==> config.mk <==
export PLATFORM = sky130hd
export DESIGN_NAME = alu_uart_ctrl
export DESIGN_NICKNAME = d
export VERILOG_FILES = /design/src/rtl/alu_uart_ctrl.sv
export SDC_FILE = /design/constraint.sdc
export NUM_CORES = 1
export LEC_CHECK = 0
export BUFFER_PORTS_ARGS = -buffer_cell sky130_fd_sc_hd__buf_2
export CORE_UTILIZATION = 52
export CTS_CLUSTER_DIAMETER = 120
export DETAILED_ROUTE_END_ITERATION = 8
export GPL_ROUTABILITY_DRIVEN = 0
export HOLD_SLACK_MARGIN = 0.05
export PLACE_DENSITY_LB_ADDON = 0.08
export SYNTH_ARGS = -nofsm -noshare
export SYNTH_HDL_FRONTEND = slang
export SYNTH_SLANG_ARGS = --single-unit
==> constraint.sdc <==
create_clock -name i_clk -period 2.14 [get_ports i_clk]
set_input_delay 0.321 -clock i_clk [delete_from_list [all_inputs] [get_ports i_clk]]
set_output_delay 0.321 -clock i_clk [all_outputs]
set_load 0.05 [all_outputs]
==> src/rtl/alu_uart_ctrl.sv <==
// -----------------------------------------------------------------------------
// alu_uart_ctrl
//   Sequencer between a UART receiver/transmitter pair and an external
//   combinational ALU. Three received bytes form a frame (operand A,
//   operand B, opcode). They are held on the ALU inputs, the ALU result is
//   captured and handed to the transmitter, and the block re-arms once the
//   transmitter reports completion. A partial frame is abandoned if the
//   gap between two of its bytes grows too long.
//
// Handshake semantics (all pulses are single-cycle, no back-pressure):
//   i_rx_done  : i_rx_data is valid in this cycle only. The byte is either
//                accepted (GET_A/GET_B/GET_OP) or discarded with o_drop.
//   o_tx_start : request to send o_tx_data; o_tx_data stays stable until
//                i_tx_done is seen in WAIT_TX.
//   i_tx_done  : meaningful only in WAIT_TX, ignored everywhere else.
//
// Ports
//   i_clk, i_reset   clock, synchronous active-high reset
//   i_rx_data/done   received byte and its strobe
//   i_tx_done        transmitter finished strobe
//   i_alu_result     combinational ALU output
//   o_datoa/o_datob  registered ALU operands
//   o_opcode         registered ALU opcode (low SIZEOP bits of third byte)
//   o_tx_data        byte for the transmitter
//   o_tx_start       transmit request pulse
//   o_drop           pulse: received byte discarded while busy
//   o_timeout        pulse: partial frame abandoned
//   o_state          current FSM state, for observation only
// -----------------------------------------------------------------------------
module alu_uart_ctrl #(
    parameter int unsigned SIZEDATA = 8,
    parameter int unsigned SIZEOP   = 6,
    parameter int unsigned TIMEOUT  = 1000000
) (
    input  logic                i_clk,
    input  logic                i_reset,
    input  logic [SIZEDATA-1:0] i_rx_data,
    input  logic                i_rx_done,
    input  logic                i_tx_done,
    input  logic [SIZEDATA-1:0] i_alu_result,
    output logic [SIZEDATA-1:0] o_datoa,
    output logic [SIZEDATA-1:0] o_datob,
    output logic [SIZEOP-1:0]   o_opcode,
    output logic [SIZEDATA-1:0] o_tx_data,
    output logic                o_tx_start,
    output logic                o_drop,
    output logic                o_timeout,
    output logic [2:0]          o_state
);

    localparam logic [2:0] S_GET_A   = 3'd0;
    localparam logic [2:0] S_GET_B   = 3'd1;
    localparam logic [2:0] S_GET_OP  = 3'd2;
    localparam logic [2:0] S_EXEC    = 3'd3;
    localparam logic [2:0] S_SEND    = 3'd4;
    localparam logic [2:0] S_WAIT_TX = 3'd5;

    localparam int unsigned          CNT_W    = $clog2(TIMEOUT);
    localparam logic [CNT_W-1:0]     CNT_LAST = CNT_W'(TIMEOUT - 1);

    logic [2:0]       state;
    logic [CNT_W-1:0] cnt;
    logic             mid_frame;
    logic             busy;
    logic             expired;

    // Timeout only applies between bytes of a frame that has already started.
    assign mid_frame = (state == S_GET_B) || (state == S_GET_OP);
    assign busy      = (state == S_EXEC) || (state == S_SEND) || (state == S_WAIT_TX);
    // A byte arriving on the expiry cycle wins over the timeout.
    assign expired   = mid_frame && !i_rx_done && (cnt == CNT_LAST);

    // Pulses are qualified with reset so a reset cycle never reports events.
    assign o_drop     = !i_reset && i_rx_done && busy;
    assign o_timeout  = !i_reset && expired;
    assign o_tx_start = !i_reset && (state == S_SEND);
    assign o_state    = state;

    always_ff @(posedge i_clk) begin
        if (i_reset) begin
            state     <= S_GET_A;
            cnt       <= '0;
            o_datoa   <= '0;
            o_datob   <= '0;
            o_opcode  <= '0;
            o_tx_data <= '0;
        end else begin
            case (state)
                S_GET_A: begin
                    cnt <= '0;
                    if (i_rx_done) begin
                        o_datoa <= i_rx_data;
                        state   <= S_GET_B;
                    end
                end
                S_GET_B: begin
                    if (i_rx_done) begin
                        o_datob <= i_rx_data;
                        cnt     <= '0;
                        state   <= S_GET_OP;
                    end else if (expired) begin
                        cnt   <= '0;
                        state <= S_GET_A;
                    end else begin
                        cnt <= cnt + 1'b1;
                    end
                end
                S_GET_OP: begin
                    if (i_rx_done) begin
                        o_opcode <= i_rx_data[SIZEOP-1:0];
                        cnt      <= '0;
                        state    <= S_EXEC;
                    end else if (expired) begin
                        cnt   <= '0;
                        state <= S_GET_A;
                    end else begin
                        cnt <= cnt + 1'b1;
                    end
                end
                S_EXEC: begin
                    // Operands and opcode settled last cycle; ALU output is valid now.
                    cnt       <= '0;
                    o_tx_data <= i_alu_result;
                    state     <= S_SEND;
                end
                S_SEND: begin
                    cnt   <= '0;
                    state <= S_WAIT_TX;
                end
                S_WAIT_TX: begin
                    // A byte arriving with i_tx_done is dropped, not taken as operand A.
                    cnt <= '0;
                    if (i_tx_done) begin
                        state <= S_GET_A;
                    end
                end
                default: begin
                    cnt   <= '0;
                    state <= S_GET_A;
                end
            endcase
        end
    end

endmodule

; ---- Yosys cells after proc, flatten, opt, wreduce, memory -nomap -nowiden
; Index checks and enable logic that the tools add are counted.
[word_totals]
ff_bits = 53
in_bits = 20
output_inout_bits = 36
elab_cells = 40
[op_classes]
n_addsub = 1
eq_ne = 8
muxes = 6
n_bitwise = 1
n_reduce_logical = 18
[ops]
columns = operator, count
row1 = $add 20x1->20 const B, 1
row2 = $eq 20x20->1 const B, 1
row3 = $pmux 3 s6, 1
row4 = $mux 3, 5
row5 = $reduce_and 2->1, 4
row6 = $eq 3x2->1 const B, 2
row7 = $eq 3x3->1 const B, 2
row8 = $logic_and 1x1->1, 6
row9 = $ne 2x2->1 const B, 2
row10 = $reduce_or 4->1, 1
row11 = $eq 3x1->1 const B, 1
row12 = $logic_not 3->1, 1
row13 = $logic_or 1x1->1, 3
row14 = $logic_not 1->1, 2
row15 = $reduce_or 2->1, 1
row16 = $not 1->1, 1

; ---- Logic depth before layout (Yosys ltp)
[logic_depth]
ltp_word = 7
depth_mapped = 6
ltp_nobuf = 4

; ---- Least setup slack after synthesis
; No wires, ideal clock.
[synth_timing]
path_kind = register -> output
from = register state[0] (netlist: o_state[0])
to = output port o_timeout
arrival_ns = 2.904
required_time_ns = 1.819
setup_slack_ns = -1.085
stages_incl_launch_ff = 5
path_buffers = 1
cell_sequence = dfxtp_1 > buf_4 > xnor2_1 > or4_1 > nor4_1
[synth_via]
elab_chain_cells = 5
word_cells_on_any_way = 6
cone_classes = eq/ne (2) / reduce/logical (4)
[synth_rtl]
columns = element, line_no
row1 = from (decl), 61  ; logic [2:0] state;
row2 = from (signal assigned), 81  ; state <= S_GET_A;
row3 = from (signal assigned), 93  ; state <= S_GET_B;
row4 = from (signal assigned), 100  ; state <= S_GET_OP;
row5 = $eq 3x1->1 / $eq 3x2->1 (equally long branches), 68  ; assign mid_frame = (state == S_GET_B) || (state == S_GET_OP);
row6 = $logic_or 1x1->1 *, 68
row7 = $logic_and 1x1->1 * (2 in series), 71  ; assign expired = mid_frame && !i_rx_done && (cnt == CNT_LAST);
row8 = $logic_and 1x1->1 *, 75  ; assign o_timeout = !i_reset && expired;
row9 = to (decl), 47  ; output logic o_timeout,
; Mark *: on every way between the ends. The rest lies on a longest branch, timed or not.

; ---- Worst setup path after layout
[layout_timing]
from = register cnt[2]
to = output port o_timeout
[layout_via]
elab_chain_cells = 3
[layout_rtl]
columns = element, line_no
row1 = from (decl), 62  ; logic [CNT_W-1:0] cnt;
row2 = from (signal assigned), 105  ; cnt <= cnt + 1'b1;
row3 = from (signal assigned), 117  ; cnt <= cnt + 1'b1;
row4 = $eq 20x20->1, 71
row5 = $logic_and 1x1->1, 71
row6 = $logic_and 1x1->1, 75
; Every way passes these cells.

==> impl_metrics.yaml <==
floorplan:
  die_y_um: 67.48
  coreArea_mm2: 0.004058
  fp.dieW_um: 67.48
  io_pins: 56
  rows: 23
  dieArea_mm2: 0.004554
  initial_core_util: 0.5495
routing:
  first_iter_violations: 77
  dr.pass1.iters: 4
  vias: 1823
  wl_per_cell_um: 12.63
  via_per_inst: 5.209
  wl_um: 4420
  drc: 0
  final_antenna_net_count: 0
power:
  p_per_area_mw_per_mm2: 761.9
  peakVddDrop_mv: 0.4929
  leakage_nw: 1.153
  power_mw: 2.078
clock_tree:
  cts_buffer_depth: 2
  insertion_delay_ns: 0.31
  cts_resized: 2
  root_buffer: "clkbuf_8"
  htreeDepth: 2
  cts_made_buffers: 5
  cts_tree: "yes"
  cts_hold_buf: 0
  post-cts-setup-buffers: 0
  clock-sinks: 53
  clk_pin_slew_worst_paths_ns: 0.09
sta:
  fin_crit_ns: 2.005
  slew_headroom: 0.5762
  final_hold_viol_count: 0
  rsz0062_at_grt: "no"
  slew_viol_final: 0
  period_share: 0.9371
  clock-skew-final_ns: 0.009168
  hold_ws_ns: 0.2378
  max_freq_mhz: 498.6
  setup_viol: 0
  tightest_slew_ns: 0.6299
synth:
  synth_simple_gate_area_share: 0.2576
  syn_avg_cell_area_um2: 9.213
  synthAdderAreaFrac: 0.005612
  synth_top_area_share: 0.4759
  yosysWarnings: 0
  synth_xor_area_frac: 0.05107
  synthTopCellsByArea: "dfxtp_1, mux2i_1, nor2_1"
  synth_top_family_by_area: "simple AND/OR/NAND/NOR gates"
  yosysUniqueCellTypes: 44
  syn_area_mm2: 0.002230
  synth_compound_area_frac: 0.07295
  muxShareOfSynthArea: 0.09877
  postSynthNetCount: 263
  syn_inst: 242
  yosysTopAreaCell: "dfxtp_1"
  ys_seq_elements: 53
  yosysSeqAreaShare: 0.4759
worst_hold_path:
  hold-path-endpoint: "o_tx_data[6]"
  worstHoldPathCells: 3
  min_path_type: "primary input to flop"
  hp-start: "i_alu_result[6]"
critical_path:
  required_ns: 1.82
  critPathKind: "flop to primary output"
  start_kind: "flop"
  r2r_slack_ns: 0.45
  crit_path_end_kind: "primary output"
  crit_arrival_ns: 1.68
  r2r_start: "cnt[2]"
  r2r_cells: 4
  crit_fanout: 9
  r2r-end: "cnt[19]"
flow_run:
  cap_violations: 0
final_layout:
  num_antenna_cells: 0
  stdcell_area_mm2: 0.002728
  area_growth_pct: 22.33
  finalNonFillerCells: 350
  drive_gt1_frac: 0.2867
  fin_nets: 320
  final_util: 0.6722
global_routing:
  grt_pass1_vias: 1636
  antenna_found_initial: 0
  grt_max_degree: 36
  grt_pass1_wl_um: 7245
  grt-ovfl-total: 0
  grt.total_usage: 0.2134
placement:
  dpl.hpwl_um: 3150
  dp_cells: 342
  io_buffers: 55
  dpl-instance-area_mm2: 0.002574
outcome:
  status: "complete, no violations"
==> report_power, final <==
part           leakage, nW  internal (mW)  total (mW)  switching, mW
Clock               0.0687          0.471       0.802          0.332
Combinational        0.656         0.0744       0.251          0.176
Sequential           0.429           1.01        1.03         0.0132
Total                 1.15           1.56        2.08          0.521
==> metrics by stage <==
| step | worst slack, ns | setup TNS [ns] |
|---|---|---|
| 2_1_floorplan | -0.1240 | -0.1240 |
| 3_3_place_gp | 0.3527 | 0 |
| 3_5_place_dp | 0.3377 | 0 |
| 4_1_cts | 0.04565 | 0 |
| 5_1_grt | 0.01437 | 0 |
| 6_report | 0.1346 | 0 |
==> synth_stat cells, drive strengths merged <==
library cell	n
or3	4
buf	7
a21o	1
o21bai	1
nor4b	2
nor3	4
nand2b	3
nand4	8
nor2	38
mux2i	22
dfxtp	53
and2	1
xnor2	6
clkbuf	6
and3	3
nand3	6
nand4b	2
ha	1
inv	2
or2	1
nand3b	2
a211oi	1
or4	3
nand2	24
o21ai	6
nor4	5
xor2	7
and4	1
o311ai	1
nor3b	2
o31ai	1
a21oi	18
==> placed cells by master, fill, tap and decap left out, types with 5 or more instances in the layout <==
master,synthesis,layout
buf_2,3,54
dfxtp_1,53,53
nor2_1,37,37
nand2_1,23,23
mux2i_1,22,22
a21oi_1,17,16
buf_4,2,9
nand4_1,8,8
xor2_1,7,7
xnor2_1,6,6
o21ai_0,6,6
nand3_1,5,5
clkbuf_8,1,5
==> worst max-delay path by stage <==
stage	cells past startpoint	to	slack, ns	startpoint
detailed placement	4	o_timeout	0.34	cnt[9]
global placement	4	o_timeout	0.35	i_rx_done
CTS	4	o_timeout	0.05	cnt[11]
global route	4	o_timeout	0.01	cnt[2]
floorplan	4	o_timeout	-0.12	o_state[0]
finish	4	o_timeout	0.13	cnt[2]
==> registers in the layout (all words and copies together) (netlist names) <==
name and flops:
o_datoa 8, cnt 20, o_opcode 6, o_tx_data 8, o_datob 8, o_state 3
==> cells by family after synthesis <==
logic type | after synthesis
adder cells (fa/ha/maj) | 1
multiplexers | 22
XOR/XNOR | 13
AND/OR/NAND/NOR | 109
flip-flops | 53
AO/OA/AOI/OAI | 29
buffers and inverters | 15
==> routing by layer <==
metal | vias up | wire, µm | GRT usage
met5 | - | 0 | 0
met3 | 6 | 209 | 0.06081
met2 | 47 | 1993 | 0.3416
li1 | 950 | - | -
met4 | 0 | 58 | 0.07979
met1 | 820 | 2158 | 0.2694
==> final cells by class <==
cell class / count / area (µm²)
inverter: 2 / 7.507
clock inverter: 3 / 68.82
timing repair buffer: 63 / 337.8
multi-input combinational: 174 / 1121
sequential: 53 / 1061
fill: 344 / 1330
clock buffer: 5 / 68.82
tap: 50 / 62.56
==> worst max-delay path, stage by stage (launching register included) <==
cell and delay [ns]:
dfxtp_1 0.43, and4_2 0.35, nand2_4 0.12, nor4_4 0.26
buf_4 0.23
Power figures use the tool's default switching activity.
